===== src/rtl/p_mem_wb_stage.sv =====
// p_mem_wb_stage: memory-access and write-back stage of the RV32IM pipeline.
// Runs loads/stores over a req/ack data-memory handshake, aligns load data,
// selects the write-back source and drives the register-file write port.
// Optional misaligned-access trap: define P_MEM_WB_MISALIGN_CHECK_EN.
module p_mem_wb_stage #(
  parameter int WIDTH    = 32,
  parameter int MAX_WAIT = 16
) (
  input  logic             clk,
  input  logic             rst,
  input  logic             en,
  input  logic             i_valid,
  input  logic             i_reg_write_en,
  input  logic             i_mem_write_en,
  input  logic             i_mem_read_en,
  input  logic [1:0]       i_wb_sel,
  input  logic [2:0]       i_funct3,
  input  logic [4:0]       i_rd_addr,
  input  logic [WIDTH-1:0] i_alu_result,
  input  logic [WIDTH-1:0] i_rs2_data,
  input  logic [WIDTH-1:0] i_pc_plus_4,
  input  logic [WIDTH-1:0] i_imm,
  output logic             o_dmem_req,
  output logic             o_dmem_we,
  output logic [WIDTH-1:0] o_dmem_addr,
  output logic [WIDTH-1:0] o_dmem_wdata,
  output logic [3:0]       o_dmem_be,
  input  logic             i_dmem_ack,
  input  logic [WIDTH-1:0] i_dmem_rdata,
  output logic             o_stall,
  output logic             o_bus_err,
  output logic             ext_reg_write_en,
  output logic [4:0]       ext_rd_addr,
  output logic [WIDTH-1:0] ext_rd_data
`ifdef P_MEM_WB_MISALIGN_CHECK_EN
  ,
  output logic             o_misaligned
`endif
);

  localparam int CNT_W = (MAX_WAIT > 1) ? $clog2(MAX_WAIT + 1) : 1;

  typedef enum logic {S_IDLE, S_WAIT} state_t;

  state_t           state, state_n;
  logic [CNT_W-1:0] wait_cnt;
  logic             accept, is_mem, misal_now, mem_go, alu_go, tmo_hit;

  // Access context latched when the request is issued
  logic [2:0]       f3_p0;
  logic [4:0]       rd_p0;
  logic [1:0]       off_p0;
  logic             rw_p0;
  logic             ld_p0;

  // Shift the addressed lane down and extend according to funct3
  function automatic logic [WIDTH-1:0] load_align(input logic [WIDTH-1:0] rdata,
                                                  input logic [1:0] off,
                                                  input logic [2:0] f3);
    logic [WIDTH-1:0] sh;
    sh = rdata >> {off, 3'b000};
    case (f3)
      3'b000:  load_align = {{(WIDTH-8){sh[7]}}, sh[7:0]};
      3'b001:  load_align = {{(WIDTH-16){sh[15]}}, sh[15:0]};
      3'b100:  load_align = {{(WIDTH-8){1'b0}}, sh[7:0]};
      3'b101:  load_align = {{(WIDTH-16){1'b0}}, sh[15:0]};
      default: load_align = sh;
    endcase
  endfunction

  function automatic logic [3:0] store_be(input logic [2:0] f3, input logic [1:0] off,
                                          input logic is_write);
    if (!is_write) begin
      store_be = 4'b1111;
    end else begin
      case (f3[1:0])
        2'b00:   store_be = 4'b0001 << off;
        2'b01:   store_be = 4'b0011 << {off[1], 1'b0};
        default: store_be = 4'b1111;
      endcase
    end
  endfunction

  function automatic logic [WIDTH-1:0] store_wdata(input logic [2:0] f3,
                                                   input logic [WIDTH-1:0] rs2);
    case (f3[1:0])
      2'b00:   store_wdata = {4{rs2[7:0]}};
      2'b01:   store_wdata = {2{rs2[15:0]}};
      default: store_wdata = rs2;
    endcase
  endfunction

  // Non-memory instructions have no load data; a MEM select falls back to the ALU value
  function automatic logic [WIDTH-1:0] wb_mux(input logic [1:0] sel, input logic [WIDTH-1:0] alu,
                                              input logic [WIDTH-1:0] pc4,
                                              input logic [WIDTH-1:0] imm);
    case (sel)
      2'b10:   wb_mux = pc4;
      2'b11:   wb_mux = imm;
      default: wb_mux = alu;
    endcase
  endfunction

  assign accept = en && i_valid && (state == S_IDLE);
  assign is_mem = i_mem_read_en || i_mem_write_en;

`ifdef P_MEM_WB_MISALIGN_CHECK_EN
  assign misal_now = ((i_funct3[1:0] == 2'b01) && i_alu_result[0]) ||
                     ((i_funct3[1:0] == 2'b10) && (i_alu_result[1:0] != 2'b00));
`else
  assign misal_now = 1'b0;
`endif

  assign mem_go  = accept && is_mem && !misal_now;
  assign alu_go  = accept && !is_mem;
  assign tmo_hit = (MAX_WAIT > 0) && (state == S_WAIT) && !i_dmem_ack &&
                   (int'(wait_cnt) == MAX_WAIT - 1);

  // State register
  always_ff @(posedge clk or negedge rst) begin
    if (!rst) state <= S_IDLE;
    else      state <= state_n;
  end

  // Next-state logic
  always_comb begin
    state_n = state;
    case (state)
      S_IDLE: if (mem_go) state_n = S_WAIT;
      S_WAIT: if (i_dmem_ack || tmo_hit) state_n = S_IDLE;
      default: state_n = S_IDLE;
    endcase
  end

  // Stall output: hold upstream from issue until ack or timeout
  always_comb begin
    o_stall = 1'b0;
    case (state)
      S_IDLE: o_stall = mem_go;
      S_WAIT: o_stall = !i_dmem_ack && !tmo_hit;
      default: o_stall = 1'b0;
    endcase
  end

  // Memory request, wait counter and write-back registers
  always_ff @(posedge clk or negedge rst) begin
    if (!rst) begin
      o_dmem_req       <= 1'b0;
      o_dmem_we        <= 1'b0;
      o_dmem_addr      <= '0;
      o_dmem_wdata     <= '0;
      o_dmem_be        <= '0;
      f3_p0            <= '0;
      rd_p0            <= '0;
      off_p0           <= '0;
      rw_p0            <= 1'b0;
      ld_p0            <= 1'b0;
      wait_cnt         <= '0;
      o_bus_err        <= 1'b0;
      ext_reg_write_en <= 1'b0;
      ext_rd_addr      <= '0;
      ext_rd_data      <= '0;
    end else begin
      o_bus_err        <= tmo_hit;
      ext_reg_write_en <= 1'b0;
      case (state)
        S_IDLE: begin
          wait_cnt <= '0;
          if (mem_go) begin
            o_dmem_req   <= 1'b1;
            o_dmem_we    <= i_mem_write_en;
            o_dmem_addr  <= {i_alu_result[WIDTH-1:2], 2'b00};
            o_dmem_wdata <= store_wdata(i_funct3, i_rs2_data);
            o_dmem_be    <= store_be(i_funct3, i_alu_result[1:0], i_mem_write_en);
            f3_p0        <= i_funct3;
            rd_p0        <= i_rd_addr;
            off_p0       <= i_alu_result[1:0];
            rw_p0        <= i_reg_write_en;
            ld_p0        <= i_mem_read_en;
          end else if (alu_go) begin
            ext_reg_write_en <= i_reg_write_en && (i_rd_addr != 5'd0);
            ext_rd_addr      <= i_rd_addr;
            ext_rd_data      <= wb_mux(i_wb_sel, i_alu_result, i_pc_plus_4, i_imm);
          end
        end
        S_WAIT: begin
          if (i_dmem_ack) begin
            o_dmem_req <= 1'b0;
            wait_cnt   <= '0;
            if (ld_p0) begin
              ext_reg_write_en <= rw_p0 && (rd_p0 != 5'd0);
              ext_rd_addr      <= rd_p0;
              ext_rd_data      <= load_align(i_dmem_rdata, off_p0, f3_p0);
            end
          end else if (tmo_hit) begin
            o_dmem_req <= 1'b0;
            wait_cnt   <= '0;
          end else begin
            wait_cnt <= wait_cnt + 1'b1;
          end
        end
        default: o_dmem_req <= 1'b0;
      endcase
    end
  end

`ifdef P_MEM_WB_MISALIGN_CHECK_EN
  // One-cycle trap pulse for a rejected misaligned access
  always_ff @(posedge clk or negedge rst) begin
    if (!rst) o_misaligned <= 1'b0;
    else      o_misaligned <= accept && is_mem && misal_now;
  end
`endif

endmodule


===== config.mk =====
export PLATFORM = sky130hd
export DESIGN_NAME = p_mem_wb_stage
export DESIGN_NICKNAME = d
export VERILOG_FILES = /design/src/rtl/p_mem_wb_stage.sv
export SDC_FILE = /design/constraint.sdc
export NUM_CORES = 1
export LEC_CHECK = 0
export ABC_AREA = 1
export BUFFER_PORTS_ARGS = -buffer_cell sky130_fd_sc_hd__buf_2
export CORE_MARGIN = 10
export CORE_UTILIZATION = 52
export CTS_CLUSTER_SIZE = 16
export DETAILED_ROUTE_END_ITERATION = 10
export GPL_ROUTABILITY_DRIVEN = 0
export HOLD_SLACK_MARGIN = 0.1
export PLACE_DENSITY_LB_ADDON = 0.08
export SYNTH_ARGS = -nofsm -noshare
export SYNTH_HDL_FRONTEND = slang
export SYNTH_SLANG_ARGS = --single-unit

===== constraint.sdc =====
create_clock -name clk -period 2.18 [get_ports clk]
set_clock_uncertainty 0.05 [all_clocks]
set_input_delay 0.218 -clock clk [delete_from_list [all_inputs] [get_ports clk]]
set_output_delay 0.218 -clock clk [all_outputs]
set_load 0.02 [all_outputs]

==> results of run 1 <==
-- path summary, 6_finish.rpt --
path | slack [ns] | cells past startpoint | end | from
worst max-delay path | 0.11 | 7 | o_stall | state
worst min-delay path | 0.11 | 3 | f3_p0[1] | i_funct3[1]
worst max register to register | 0.29 | 8 | o_dmem_addr[26] | state
worst min register to register | 0.42 | 2 | o_dmem_we | o_dmem_we
max in group asynchronous | 1.12 | 3 | ext_rd_data[27] | rst
min in group asynchronous | 0.29 | 2 | o_dmem_wdata[24] | rst
-- state kept, by name, summed over array words and instances, names as in the netlist --
signal / count
o_dmem_req: 1
ld_p0: 1
rd_p0: 5
ext_rd_data: 32
off_p0: 2
wait_cnt: 5
f3_p0: 3
o_dmem_wdata: 32
o_dmem_we: 1
o_dmem_be: 4
state: 1
o_dmem_addr: 30
ext_rd_addr: 5
o_bus_err: 1
rw_p0: 1
ext_reg_write_en: 1
-- worst reg2reg max path: cells and delay by family (launching register included) --
| family | cells | cell delay [ns] |
|---|---|---|
| buffers and inverters | 4 | 1.00 |
| and+or+nand+nor | 4 | 0.35 |
| DFF | 1 | 0.42 |
-- stage by stage --
stage,cell area (um^2),power [uW]
after floorplan,6690,5160
after global placement,8200,6400
after detailed placement,8200,6430
after CTS,9510,9150
after global routing,9550,9680
final,9550,9200
-- cell usage in the layout (no fill, tap or decap), types with 4 or more instances in the layout --
cell type      netlist  routed
nand3_1             76      76
inv_2                5       5
o211ai_1             8       8
dfrtp_1            125     125
nor3_1               5       5
clkbuf_16            0      18
buf_4                7      17
a21oi_1             60      60
a31oi_1             13      13
o2111ai_1            8       8
dlygate4sd3_1        0      75
nor2_1              40      40
o21ai_0             65      65
clkinv_2             0       4
nand2_1            410     410
buf_2               35     284
inv_1               47      47
-- layer usage --
layer  GRT usage [%]  vias up  share of wire [%]
li1                -     3710                  -
met1            35.3     3593                 38
met2            47.1      512                 47
met3            9.29       85                 11
met4            14.0        2                4.2
met5               0        -              0.037
-- power breakdown --
group	total [uW]	internal (uW)	switching, uW
logic	3250	1120	2130
clock network	2620	1550	1070
registers	3330	2930	401
-- what timing repair did --
item                                   CTS  global route
endpoints found under the hold margin  120             0
gates resized for setup                  0             1
hold buffers                            75             0
setup endpoints to repair                0             1
-- cell families (layout without fill, tap and decap cells) --
| family | count (synthesis) | in the layout | synth area share (%) |
|---|---|---|---|
| buf+inv | 114 | 466 | 7.72 |
| compound gates | 158 | 158 | 13.0 |
| xor+xnor | 1 | 1 | 0.131 |
| flops | 125 | 125 | 46.8 |
| other cells | 1 | 4 | 0.0561 |
| fa+ha+maj | 1 | 1 | 0.187 |
| simple gates | 537 | 537 | 32.1 |
-- cell type report --
class                      instances  share of cell area, %
clock buffer                      20                   4.89
antenna                            2                 0.0524
multi-input combinational        699                   31.9
clock inverter                    12                  0.904
sequential                       125                   32.8
tap                              172                   2.25
inverter                          54                   2.15
timing repair buffer             380                   25.1
==> flow_summary.ini, run 1 <==
[setup_path]
worst-path-max-fanout = 51
critPathMaxStageDelay_ns = 0.42
worstSetupStartpointType = flop
critPathRequiredTime_ns = 1.91
crit_buf_inv = 4
crit_family = buffers and inverters
crit_arrival_ns = 1.80
critical_path_class = flop to output pin
crit_path_end_kind = output pin
path_cells = inv_4, nand3_4, inv_1, nand2_4, buf_16, nand2_1, buf_2
slowest_stage = dfrtp_1

[placement]
post-place-ws_ns = 0.382
dpl.cell_count = 1354
io_buffers = 285
dp_hpwl_um = 19100

[cts]
cts_tree = yes
cts_buffers = 17
clock_sinks = 125
root_buffer = clkbuf_16
clk_path_buf_depth = 2
clock_latency_ns = 0.42
cts_htree_levels = 4
postCtsSetupBuffers = 0
cts.clk_slew.worst_paths_ns = 0.06

[logic_synthesis]
syn_avg_cell_area_um2 = 7.13
ys.flop_type = dfrtp_1
yosys.cell_count.top_type = nand2_1
ys_top_cells_by_count = nand2_1, dfrtp_1, nand3_1, o21ai_0, a21oi_1
synth_top_area_cell = dfrtp_1
synth_top_area_share_pct = 46.8
synth_area_um2 = 6680
synth_edf_count = 0
yosys_warnings = 0
syn_inst = 937
ys_seq_area_share_pct = 46.8
synth-seq-cells = 125
ys_types = 31
synthArstFlopShare_pct = 100
ys_top_cells_by_area = dfrtp_1, nand2_1, nand3_1

[global_route]
grt_pass1_vias = 7804
grt.total_usage_pct = 29.4
antenna_found_initial = 3
grt_pass1_wl_um = 42000
grt_max_degree = 102
grt-ovfl-total = 0

[timing]
hold_violations = 0
maxSlewViolCount = 0
setup_viol = 0
tns_ns = 0
fin_ws_ns = 0.109
rsz0062_at_grt = false
relSlewSlack_pct = 35.4
hold_slack_ns = 0.110
tightest_slew_ns = 0.965
min_period_over_period_pct = 95.0
fmax_mhz = 483
fin_crit_ns = 2.07

[detailed_routing]
final_antenna_net_count = 0
wirelength_um = 27200
drcViolationCount = 0
first_pass_iters = 6
vias = 7902
drtIter0Drc = 806
viasPerCell = 5.40
wire_per_inst_um = 18.6

[power_and_ir_drop]
p_per_area_nw_per_um2 = 963
p_leak_uw = 0.00526
irDropWorstVdd_mv = 0.596

[finish]
fin_nets = 1456
regArea_um2 = 3130
drive_above_1_share_pct = 27.0
area_delta_synth_final_pct = 42.9
fill_cells = 1005
fin_util_pct = 75.6
instances_no_fill = 1464
multiInputGateArea_um2 = 3050

[die]
placementRows = 41
pin_count = 288
die_h_um = 133
initial_core_util_pct = 52.9
die-area_um2 = 17800
core_um2 = 12600
dieWidth_um = 133

[job]
maxCapViolations = 0

[hold_path]
hold_path.class = input pin to flop

[status]
outcome = completed
No activity file was read; power rests on OpenSTA's default activity.
==> inputs of run 2 (changes only) <==
--- a/config.mk
+++ b/config.mk
@@ -13,7 +13,7 @@
 export DETAILED_ROUTE_END_ITERATION = 10
 export GPL_ROUTABILITY_DRIVEN = 0
 export HOLD_SLACK_MARGIN = 0.1
-export PLACE_DENSITY_LB_ADDON = 0.08
+export PLACE_DENSITY = 0.87
 export SYNTH_ARGS = -nofsm -noshare
 export SYNTH_HDL_FRONTEND = slang
 export SYNTH_SLANG_ARGS = --single-unit
==> flow_summary.ini, run 2 (synthesis gave the netlist of run 1 again) <==
[status]
outcome = completed

[timing]
setup_viol = 0
rsz0062_at_grt = false
min_period_over_period_pct = 96.7
fmax_mhz = 474
fin_ws_ns = 0.0722
hold_violations = 0
fin_crit_ns = 2.11
relSlewSlack_pct = 35.9
tns_ns = 0
maxSlewViolCount = 0
tightest_slew_ns = 0.958

[die]
placementRows = 41
pin_count = 288
die-area_um2 = 17800
dieWidth_um = 133
core_um2 = 12600
initial_core_util_pct = 52.9
die_h_um = 133

[finish]
fin_nets = 1465
drive_above_1_share_pct = 26.6
area_delta_synth_final_pct = 44.6
diodes = 0
fin_util_pct = 76.6
reg.largest.list = ext_rd_data x32, o_dmem_wdata x32, o_dmem_addr x30
final_common_cell = nand2_1
final_cell_mix = nand2_1, buf_2, dfrtp_1

[setup_path]
critical_path_class = input pin to output pin
worstSetupStartpointType = input pin
crit_path_end_kind = output pin
reg2reg_depth = 6
worst-path-max-fanout = 25
critPathRequiredTime_ns = 1.91
crit_arrival_ns = 1.84

[cts]
clk_path_buf_depth = 2
clock_sinks = 125
postCtsSetupBuffers = 0
cts_tree = yes
cts.clk_slew.worst_paths_ns = 0.06
cts_buffers = 17
clock_latency_ns = 0.43
root_buffer = clkbuf_16
cts_htree_levels = 4

[global_route]
grt.total_usage_pct = 31.6
grt-ovfl-total = 0
grt_pass1_vias = 8412
antenna_found_initial = 0
grt_max_degree = 43
grt_pass1_wl_um = 44600

[detailed_routing]
wire_per_inst_um = 19.7
final_antenna_net_count = 0
vias = 8230
drcViolationCount = 0
first_pass_iters = 6
wirelength_um = 28900
drtIter0Drc = 1140
viasPerCell = 5.59

[placement]
io_buffers = 285
dp_hpwl_um = 19500
post-place-ws_ns = 0.389

[power_and_ir_drop]
p_per_area_nw_per_um2 = 995
p_leak_uw = 0.00531
irDropWorstVdd_mv = 0.566

[job]
maxCapViolations = 0

[hold_path]
hold_path.class = input pin to flop
min_path_cells = 5
-- run 2: what timing repair did --
item / in CTS / in global routing
endpoints found under the hold margin: 217 / 0
resized for setup: 0 / 1
endpoints found under the setup margin: 0 / 1
hold buffers: 84 / 0
-- run 2: critical path, stage by stage --
cell           delay, ns
dlygate4sd3_1       0.53
buf_2               0.13
or2_1               0.28
nand2_2             0.15
buf_6               0.24
nand2_1             0.12
buf_2               0.17
-- run 2: report_power, final --
group          internal [uW]  switching [uW]  leakage (uW)  total, uW
clock                   1880            1090      0.000293       2970
sequential              2930             424       0.00155       3350
combinational           1130            2160       0.00346       3290
total                   5940            3670       0.00531       9620
-- run 2: final timing paths --
path	to	start	slack [ns]
min in group asynchronous	ext_rd_data[23]	rst	0.20
worst max register to register	ext_rd_data[0]	state	0.23
worst min register to register	wait_cnt[0]	wait_cnt[0]	0.41
worst max-delay path	o_stall	i_mem_read_en	0.07
worst min-delay path	ext_rd_data[26]	i_pc_plus_4[26]	0.11
max in group asynchronous	state	rst	1.20
-- run 2: per-stage QoR --
step / cell area (um^2) / instances / hold slack, ns / total power [uW]
after floorplan: 6690 / 938 / -0.128 / 5160
after global placement: 8210 / 1355 / 0.0954 / 6380
after detailed placement: 8210 / 1355 / 0.0978 / 6440
after CTS: 9660 / 1471 / 0.107 / 9510
after global routing: 9660 / 1471 / 0.118 / 10000
final: 9660 / 1471 / 0.108 / 9620
-- run 2: metal layers --
layer,up-vias,track usage [%],part of all wire (%)
met5,-,0,0
met4,0,23.0,7.0
met3,168,9.92,12
met2,666,52.6,48
met1,3685,33.0,34
li1,3711,-,-
-- run 2: final cells by class --
type	instances	area [um^2]
flip-flops and latches	125	3130
multi-input cells	699	3040
fillers	889	2960
repair buffers	389	2460
clock buffers	22	474
well taps	172	215
inverters	54	205
clock inverters	10	136
==> inputs of run 3 (changes only) <==
--- a/config.mk
+++ b/config.mk
@@ -13,7 +13,7 @@
 export DETAILED_ROUTE_END_ITERATION = 10
 export GPL_ROUTABILITY_DRIVEN = 0
 export HOLD_SLACK_MARGIN = 0.1
-export PLACE_DENSITY = 0.87
+export PLACE_DENSITY = 0.93
 export SYNTH_ARGS = -nofsm -noshare
 export SYNTH_HDL_FRONTEND = slang
 export SYNTH_SLANG_ARGS = --single-unit
==> flow_summary.ini, run 3 (synthesis gave the netlist of run 1 again) <==
[timing]
rsz0062_at_grt = false
hold_violations = 0
tns_ns = 0
hold_slack_ns = 0.117
relSlewSlack_pct = 22.1
setup_viol = 0
tightest_slew_ns = 1.16
fmax_mhz = 476
min_period_over_period_pct = 96.4
maxSlewViolCount = 0
fin_crit_ns = 2.10

[finish]
final_cell_mix = nand2_1, buf_2, dfrtp_1
fin_nets = 1463
reg.largest.list = ext_rd_data x32, o_dmem_wdata x32, o_dmem_addr x30
fill_cells = 876
final_common_cell = nand2_1
instances_no_fill = 1473
area_delta_synth_final_pct = 43.8
drive_above_1_share_pct = 26.8

[power_and_ir_drop]
power_frac_clock_pct = 29.0
irDropWorstVdd_mv = 0.474
seq_power_share_pct = 35.5
p_leak_uw = 0.00528
internal_power_uw = 5650
combPwrFrac_pct = 35.5
p_per_area_nw_per_um2 = 978
switchingPower_uw = 3750
switching_share_pct = 39.9

[setup_path]
critPathRequiredTime_ns = 1.91
crit_arrival_ns = 1.83
worst-path-max-fanout = 29
crit_path_end_kind = output pin
critical_path_class = input pin to output pin
worstSetupStartpointType = input pin

[cts]
clk_path_buf_depth = 2
cts_buffers = 17
cts.clk_slew.worst_paths_ns = 0.06
cts_tree = yes
clock_sinks = 125
clock_latency_ns = 0.41
cts_htree_levels = 4
postCtsSetupBuffers = 0
root_buffer = clkbuf_16

[global_route]
grt.total_usage_pct = 31.6
grt_max_degree = 73
antenna_found_initial = 4
grt_pass1_vias = 8433
grt-ovfl-total = 0
grt_pass1_wl_um = 45200

[detailed_routing]
final_antenna_net_count = 0
drtIter0Drc = 1105
viasPerCell = 5.67
vias = 8350
first_pass_iters = 6
drcViolationCount = 0
wire_per_inst_um = 19.6
wirelength_um = 28900

[die]
die_h_um = 133
core_um2 = 12600
initial_core_util_pct = 52.9
dieWidth_um = 133
pin_count = 288
placementRows = 41
die-area_um2 = 17800

[placement]
dpl.cell_count = 1355
dp_hpwl_um = 19200
io_buffers = 285

[hold_path]
hold_path.class = input pin to flop

[status]
outcome = completed

[job]
maxCapViolations = 0
[run 3: area by class of cell]
cell class / count / area, um^2 / share of cell area, %
clock buffers: 18 / 429 / 4.47
diodes: 4 / 10.0 / 0.104
repair buffers: 387 / 2440 / 25.4
inverters: 54 / 205 / 2.14
flip-flops and latches: 125 / 3130 / 32.6
well taps: 172 / 215 / 2.24
multi-input cells: 699 / 3040 / 31.7
clock inverters: 14 / 136 / 1.42
[run 3: path summary, 6_finish.rpt]
path	endpoint	slack, ns	cells after the start	startpoint
setup / recovery	o_stall	0.08	7	i_mem_read_en
hold / removal	ext_rd_data[3]	0.12	5	i_pc_plus_4[3]
setup reg to reg	ext_rd_data[31]	0.17	6	f3_p0[1]
hold reg to reg	wait_cnt[0]	0.42	1	wait_cnt[0]
max in group asynchronous	o_dmem_addr[31]	1.17	3	rst
min in group asynchronous	ext_rd_data[13]	0.29	2	rst
[run 3: through the flow]
| step | worst slack [ns] | cell area (um^2) | util, % | power, uW |
|---|---|---|---|---|
| 5_1_grt | 0.0156 | 9600 | 76.1 | 9850 |
| 3_5_place_dp | 0.343 | 8210 | 65.0 | 6450 |
| 2_1_floorplan | 0.641 | 6690 | - | 5160 |
| 3_3_place_gp | 0.451 | 8210 | 65.0 | 6370 |
| 4_1_cts | 0.0306 | 9590 | 76.0 | 9300 |
| 6_report | 0.0793 | 9610 | 76.1 | 9400 |
[run 3: power groups by stage]
stage               Sequential (uW)  Clock (uW)  Combinational (uW)
finish                         3330        2730                3340
global route                   3380        2850                3630
detailed placement             3320           0                3130
floorplan                      3980           0                1190
global placement               3310           0                3060
CTS                            3300        2740                3260
[run 3: metal layers]
layer | track usage, % | part of all wire, % | vias to the layer above
met4 | 18.9 | 6.2 | 0
met2 | 52.0 | 47 | 718
met3 | 9.81 | 12 | 132
met5 | 0 | 0 | -
li1 | - | - | 3715
met1 | 35.2 | 35 | 3785
[run 3: what timing repair did]
item / in CTS / in global routing
resized for setup: 0 / 1
endpoints found under the hold margin: 122 / 0
hold buffers: 82 / 0
endpoints found under the setup margin: 0 / 1
[run 3: critical path: stages]
cell and delay (ns):
dlygate4sd3_1 0.55, buf_2 0.13, or2_1 0.27, nand2_2 0.13, buf_6 0.24, nand2_1 0.11, buf_2 0.17
